<file path="src/rtl/record_sequencer.sv">
// record_sequencer: pops fifo records, drops NOPs, halts on STOP, forwards the rest over valid/ready.
module record_sequencer #(
    parameter int WordSize    = 8,
    parameter int RecordWords = 16,
    parameter int CountWidth  = 16,
    localparam int RecW       = WordSize * RecordWords
) (
    input  logic                  i_clk,
    input  logic                  i_rst_n,
    input  logic                  i_enable,
    input  logic                  i_clear,
    input  logic                  i_fifo_empty,
    input  logic [RecW-1:0]       i_fifo_data,
    output logic                  o_fifo_read_en,
    output logic                  o_seg_valid,
    input  logic                  i_seg_ready,
    output logic [RecW-1:0]       o_seg_data,
    output logic                  o_halted,
    output logic                  o_underrun,
    output logic [CountWidth-1:0] o_records_out,
    output logic [CountWidth-1:0] o_underrun_count
);
    typedef enum logic [1:0] {IDLE, RUN, HALTED} state_t;

    state_t                r_state, w_next;
    logic                  r_seg_valid, r_halted, r_underrun, r_primed, r_starve_d;
    logic [RecW-1:0]       r_seg_data;
    logic [CountWidth-1:0] r_records_out, r_underrun_count;
    logic [7:0]            w_op;
    logic                  w_pop, w_fwd, w_stop, w_starve, w_starve_rise;

    assign w_op          = i_fifo_data[7:0];
    assign w_pop         = (r_state == RUN) && i_enable && !i_fifo_empty && (!r_seg_valid || i_seg_ready);
    assign w_fwd         = w_pop && (w_op != 8'h00) && (w_op != 8'hFF);
    assign w_stop        = w_pop && (w_op == 8'hFF);
    assign w_starve      = (r_state == RUN) && r_primed && !r_seg_valid && i_fifo_empty;
    assign w_starve_rise = w_starve && !r_starve_d;

    always_comb begin
        w_next = r_state;
        case (r_state)
            IDLE:    w_next = i_enable ? RUN : IDLE;
            RUN:     w_next = w_stop ? HALTED : (i_enable ? RUN : IDLE);
            HALTED:  w_next = i_clear ? IDLE : HALTED;
            default: w_next = IDLE;
        endcase
    end

    always_ff @(posedge i_clk or negedge i_rst_n) begin
        if (!i_rst_n) begin
            r_state          <= IDLE;
            r_seg_valid      <= 1'b0;
            r_seg_data       <= '0;
            r_halted         <= 1'b0;
            r_underrun       <= 1'b0;
            r_primed         <= 1'b0;
            r_starve_d       <= 1'b0;
            r_records_out    <= '0;
            r_underrun_count <= '0;
        end else begin
            r_state    <= w_next;
            r_primed   <= (r_state == RUN) && (r_primed || w_fwd);
            r_starve_d <= w_starve;
            if (w_fwd) begin
                r_seg_data  <= i_fifo_data;
                r_seg_valid <= 1'b1;
            end else if (i_seg_ready) begin
                r_seg_valid <= 1'b0;
            end
            // STOP beats a coincident clear; counters still zero underneath it
            r_halted         <= w_stop || (r_halted && !i_clear);
            r_underrun       <= !i_clear && (r_underrun || w_starve_rise);
            r_records_out    <= (i_clear ? '0 : r_records_out) + {{(CountWidth-1){1'b0}}, w_fwd};
            r_underrun_count <= i_clear ? '0 : r_underrun_count + {{(CountWidth-1){1'b0}}, w_starve_rise};
        end
    end

    assign o_fifo_read_en   = w_pop;
    assign o_seg_valid      = r_seg_valid;
    assign o_seg_data       = r_seg_data;
    assign o_halted         = r_halted;
    assign o_underrun       = r_underrun;
    assign o_records_out    = r_records_out;
    assign o_underrun_count = r_underrun_count;
endmodule

</file>
<file path="config.mk">
export PLATFORM = sky130hd
export DESIGN_NAME = record_sequencer
export DESIGN_NICKNAME = d
export VERILOG_FILES = /design/src/rtl/record_sequencer.sv
export SDC_FILE = /design/constraint.sdc
export NUM_CORES = 1
export LEC_CHECK = 0
export CORE_UTILIZATION = 42
export DETAILED_ROUTE_END_ITERATION = 6
export HOLD_SLACK_MARGIN = 0.06
export PLACE_DENSITY = 0.81
export SETUP_SLACK_MARGIN = 0.15
export SLEW_MARGIN = 10
export SYNTH_ARGS = -nofsm -noshare
export SYNTH_HDL_FRONTEND = slang
export SYNTH_SLANG_ARGS = --single-unit
</file>
<file path="constraint.sdc">
create_clock -name i_clk -period 3.4 [get_ports i_clk]
set_input_delay 1.02 -clock i_clk [delete_from_list [all_inputs] [get_ports i_clk]]
set_output_delay 1.02 -clock i_clk [all_outputs]
set_load 0.03 [all_outputs]
</file>
# Word level (Yosys, flattened, before mapping)
# Index checks and enable logic that the tools add are counted.
# W data, S select, Z words.
[op_classes] mux=8 n_addsub=2 eq_ne=4 n_reduce_logical=24
[op_table] operator="$add A16 B1 Y16" n=2
[op_table] operator="$mux W16" n=2
[op_table] operator="$logic_and A1 B1 Y1" n=13
[op_table] operator="$eq A8 B8 Y1 const B" n=1
[op_table] operator="$ne A8 B8 Y1 const B" n=1
[op_table] operator="$reduce_bool A8 Y1" n=1
[op_table] operator="$pmux W2 S3" n=1
[op_table] operator="$logic_not A1 Y1" n=4
[op_table] operator="$logic_or A1 B1 Y1" n=4
[op_table] operator="$mux W2" n=2
[op_table] operator="$mux W1" n=3
[op_table] operator="$eq A2 B1 Y1 const B" n=1
[op_table] operator="$eq A2 B2 Y1 const B" n=1
[op_table] operator="$logic_not A2 Y1" n=1
[op_table] operator="$reduce_bool A2 Y1" n=1
[word_totals] word_cells=47 output_inout_bits=164 regBits=167 inputBits=134

# Depth between registers and ports, before layout
[logic_depth] ltp_word=8 mapped_depth=11 mapped_depth_nobuf=9

# Worst setup path after synthesis
# Ideal clock, no wire load.
[synth_timing] path_kind="input port to flip-flop" from="input i_seg_ready" to="register r_records_out[15] (netlist: o_records_out[15])" slack_ns=0.163 path_buffers=2 cell_stages=10 setup_time_ns=0.078 arrival_ns=3.159 required_time_ns=3.322 path_cell_list="nand2b_1 -> nand4b_1 -> a211oi_2 -> buf_4 -> buf_6 -> ha_1 -> nand4_1 -> or3_1 -> or3_1 -> a21oi_1"
[synth_via] elab_chain_cells=5
[synth_rtl] element="from (decl)" line="16" source="input logic i_seg_ready,"
[synth_rtl] element="$logic_or A1 B1 Y1" line="33" source="assign w_pop = (r_state == RUN) && i_enable && !i_fifo_empty && (!r_seg_valid || i_seg_ready);"
[synth_rtl] element="$logic_and A1 B1 Y1" line="33"
[synth_rtl] element="$logic_and A1 B1 Y1 (2 in series)" line="34" source="assign w_fwd = w_pop && (w_op != 8'h00) && (w_op != 8'hFF);"
[synth_rtl] element="net w_fwd" line="30" source="logic w_pop, w_fwd, w_stop, w_starve, w_starve_rise;"
[synth_rtl] element="$add A16 B1 Y16" line="73" source="r_records_out <= (i_clear ? '0 : r_records_out) + {{(CountWidth-1){1'b0}}, w_fwd};"
[synth_rtl] element="to (signal assigned)" line="73"
[synth_rtl] element="to (decl)" line="28" source="logic [CountWidth-1:0] r_records_out, r_underrun_count;"
# The timed path passes the listed nets, and every way through them passes these cells.
# A chain may end at the register's enable or synchronous reset.

# Worst setup path in the final report
[layout_timing] from="input i_seg_ready" to="output o_fifo_read_en"
[layout_via] elab_chain_cells=2
[layout_rtl] element="$logic_or A1 B1 Y1" line="33"
[layout_rtl] element="$logic_and A1 B1 Y1" line="33"
[layout_rtl] element="to (decl)" line="14" source="output logic o_fifo_read_en,"
# Every way passes these cells.

==> impl_metrics.yaml <==
finish:
  fill_cells: 1082
  drive_above_1_share_pct: 10.4
  layout.nets: 908
  layout.cells.non_filler: 993
  sequential_area_mm2: 0.00418
  footprint_of_the_multi_input_gates_mm2: 0.00231
  antenna_cells_inserted: 0
  flow.area_growth_from_synthesis_pct: 57.2
power_and_ir_drop:
  seq_power_share_pct: 40.3
  power.internal_mw: 4.23
  pwr_total_mw: 6.19
  static-leakage-power_nw: 4.34
  pwr-share-comb_pct: 31.2
  clock_power_share_pct: 28.6
  power_density_mw_per_mm2: 592
  max-vdd-ir-drop_mv: 0.322
  p_sw_share_pct: 31.6
  p_switching_mw: 1.96
floorplanning:
  io-pin-count: 298
  die_height_um: 128
  initial_core_util_pct: 43.4
  die_area_mm2: 0.0163
  placement_rows: 45
  coreArea_mm2: 0.0153
  die_width_um: 128
sta:
  layout_min_cycle_time_ps: 3190
  final.hold.worst_slack_ps: 481
  grt_setup_unrepaired: "no"
  timing.final.crit_share_pct: 93.9
  transition_time_at_the_pin_with_the_least_slew_margin_ps: 611
  slew_violations: 0
  slew-limit-headroom_pct: 59.3
  finalSetupViolations: 0
  timing_hold_violations_final: 0
  timing.clock.skew_ps: 9.62
  fmax_ghz: 0.313
worst_setup_path:
  sort_of_element_at_the_start_of_the_critical_path: "input pin"
  reg2reg_slack_ps: 820
  worst_setup_path_end_kind: "output pin"
  startpoint: "i_seg_ready"
  crit_required_ps: 2380
  arrival_time_at_the_worst_endpoint_ps: 2170
  worst-setup-path-type: "in2out"
  cp_max_fo: 3
  crit_top_cell: "sky130_fd_sc_hd__buf_4"
  worstPathCellList: "clkdlybuf4s50_1 > nand2b_4 > nand4b_1 > buf_4 > inv_1 > buf_4"
  cpMaxStageDelayCell: "sky130_fd_sc_hd__clkdlybuf4s50_1"
  reg2reg_from: "r_state[1]$_DFF_PN0_"
  crit_path_max_incr_delay_ps: 450
cts:
  tritoncts: "done"
  ctsRootBufferMaster: "sky130_fd_sc_hd__clkbuf_16"
  clk_latency_ps: 420
  cts_hold_buffers: 0
  clock_sinks: 167
  cts_buffers: 17
  clock_tree.buffer_depth: 2
  clkSlewWorstSetupHoldPaths_ps: 60
  htree_num_levels: 4
synth:
  synthesis.instances: 458
  yosys-top-cells-count: "167 x sky130_fd_sc_hd__dfrtp_1, 96 x sky130_fd_sc_hd__mux2_1, 31 x sky130_fd_sc_hd__mux2_2"
  ys_types: 34
  synth.net_count: 596
  synth.most_common_cell: "sky130_fd_sc_hd__dfrtp_1"
  netlist.top_cell.by_area: "sky130_fd_sc_hd__dfrtp_1"
  share_of_flip_flops_with_an_asynchronous_set_or_reset_after_synthesis_pct: 100
  synth-edff-count: 0
  avgSynthCellArea_um2: 14.5
  post-synth-top-area-fraction_pct: 62.9
  top_reg_cell_synth: "sky130_fd_sc_hd__dfrtp_1"
  synth-warning-count: 0
  synth.area.top_cells: "sky130_fd_sc_hd__dfrtp_1 63%, sky130_fd_sc_hd__mux2_1 16%, sky130_fd_sc_hd__mux2_2 5.3%"
  synth.ff_latch_count: 167
  synth_area_mm2: 0.00665
  synth.yosys.seq_area_share_pct: 62.9
global_route:
  groute.usage.overall_pct: 22.0
  grt_pass1_vias: 5282
  grt_first_pass_wirelength_mm: 27.6
  antenna_violations_before_repair: 0
  global_route.peak_usage_layer: "met2"
  global_route.usage.met3_pct: 7.26
  gr-usage-met2_pct: 38.0
  groute.layer.met1.usage_pct: 25.2
  grt_overflow_total: 0
  grt_start_max_net_pins: 84
detailed_routing:
  route.final.wire_length_mm: 17.6
  drtAntennaViolNets: 0
  drt_iter0_markers: 150
  post_drt_wl_per_cell_um: 17.7
  drtPass1Iterations: 4
  via_per_inst: 4.94
  detailed_route_via_count: 4903
  drc: 0
placed_design:
  placement.io_buffers: 297
  place.detailed.instances: 960
  place.gp.congestion: 0.860
  post-dp-hpwl_mm: 13.1
run:
  timing.max_cap.violations: 0
min_path:
  worst_hold_startpoint: "r_state[1]$_DFF_PN0_"
  timing.hold.worst.class: "reg2reg"
outcome:
  run_status: "finished clean"
==> registers in the layout, summed over array words and instances, names as in the netlist <==
name and count:
o_underrun_count 16, r_state 2, r_primed 1, r_starve_d 1
o_halted 1, o_underrun 1, o_records_out 16, o_seg_data 128
o_seg_valid 1
==> area by class of cell <==
class	instances	area share [%]
Multi-Input combinational cell	267	22.1
Tap cell	211	2.53
Sequential cell	167	40.0
Clock buffer	24	4.80
Inverter	4	0.144
Timing Repair Buffer	313	30.0
Clock inverter	7	0.431
==> power groups by stage <==
stage	Sequential [mW]	Clock, mW	Combinational (mW)
2_1_floorplan	3.18	0	0.286
3_3_place_gp	2.50	0	1.92
3_5_place_dp	2.53	0	1.94
4_1_cts	2.50	1.81	1.95
5_1_grt	2.53	1.90	2.02
6_report	2.49	1.77	1.93
==> cell families (layout without fill, tap and decap cells) <==
| logic type | after synthesis | after routing | share of synthesized area, % |
|---|---|---|---|
| AOI/OAI and AO/OA | 18 | 18 | 1.73 |
| xor gates and xnor gates | 22 | 22 | 2.90 |
| adders and majority gates | 4 | 4 | 0.753 |
| buffers and inverters | 24 | 348 | 2.62 |
| DFF | 167 | 167 | 62.9 |
| muxes | 128 | 128 | 21.7 |
| and+or+nand+nor | 95 | 95 | 7.44 |
==> routing by layer <==
| layer | part of all wire, % | vias up |
|---|---|---|
| met1 | 38 | 2417 |
| met4 | 2.6 | 0 |
| met5 | 0 | - |
| met2 | 51 | 225 |
| met3 | 8.0 | 36 |
| li1 | - | 2225 |
==> path summary, 6_finish.rpt <==
| kind | endpoint | cells after the start |
|---|---|---|
| max | o_fifo_read_en | 6 |
| min reg2reg | r_state[0]$_DFF_PN0_ | 1 |
| min in group asynchronous | o_seg_data[74]$_DFFE_PN0P_ | 1 |
| max reg2reg | o_records_out[15]$_DFF_PN0_ | 9 |
| max in group asynchronous | o_seg_data[53]$_DFFE_PN0P_ | 2 |
| min | r_state[0]$_DFF_PN0_ | 1 |
==> timing repair <==
action                                  in CTS  in global routing
endpoints found under the setup margin       1                  3
pin swaps                                    1                  1
gates resized for setup                      0                  2
setup buffers                                1                  1
==> critical path: cells and delay by family <==
family                 cells  cell delay, ps
buffers and inverters      4             850
AND/OR/NAND/NOR            2             300
==> placed cells by master (no fill, tap or decap), types with 3 or more instances in the layout <==
cell type,n
sky130_fd_sc_hd__nor4_1,6
sky130_fd_sc_hd__clkdlybuf4s50_1,295
sky130_fd_sc_hd__mux2_1,96
sky130_fd_sc_hd__ha_1,4
sky130_fd_sc_hd__mux2_2,31
sky130_fd_sc_hd__clkinvlp_4,4
sky130_fd_sc_hd__o21ai_0,6
sky130_fd_sc_hd__xnor2_1,11
sky130_fd_sc_hd__nor3_1,6
sky130_fd_sc_hd__nor2b_1,5
sky130_fd_sc_hd__nand4_1,13
sky130_fd_sc_hd__clkinv_2,3
sky130_fd_sc_hd__or3_1,6
sky130_fd_sc_hd__xor2_1,11
sky130_fd_sc_hd__buf_12,3
sky130_fd_sc_hd__a21o_1,3
sky130_fd_sc_hd__nor2_1,26
sky130_fd_sc_hd__a21oi_1,5
sky130_fd_sc_hd__buf_4,14
sky130_fd_sc_hd__inv_1,4
sky130_fd_sc_hd__clkbuf_16,17
sky130_fd_sc_hd__dfrtp_1,167
sky130_fd_sc_hd__clkbuf_8,5
sky130_fd_sc_hd__nand2_1,12
sky130_fd_sc_hd__nand3_1,8
==> stage by stage <==
stage	TNS, ps	area, um2	utilization [%]	worst slack (ps)
finish	0	10400	68.2	208
floorplan	0	6650	-	163
global route	0	10400	68.2	147
detailed placement	-250	9870	64.5	-118
CTS	0	10400	68.1	170
global placement	0	9870	64.5	32.4
Note: power is estimated with default switching activity, not from simulation.
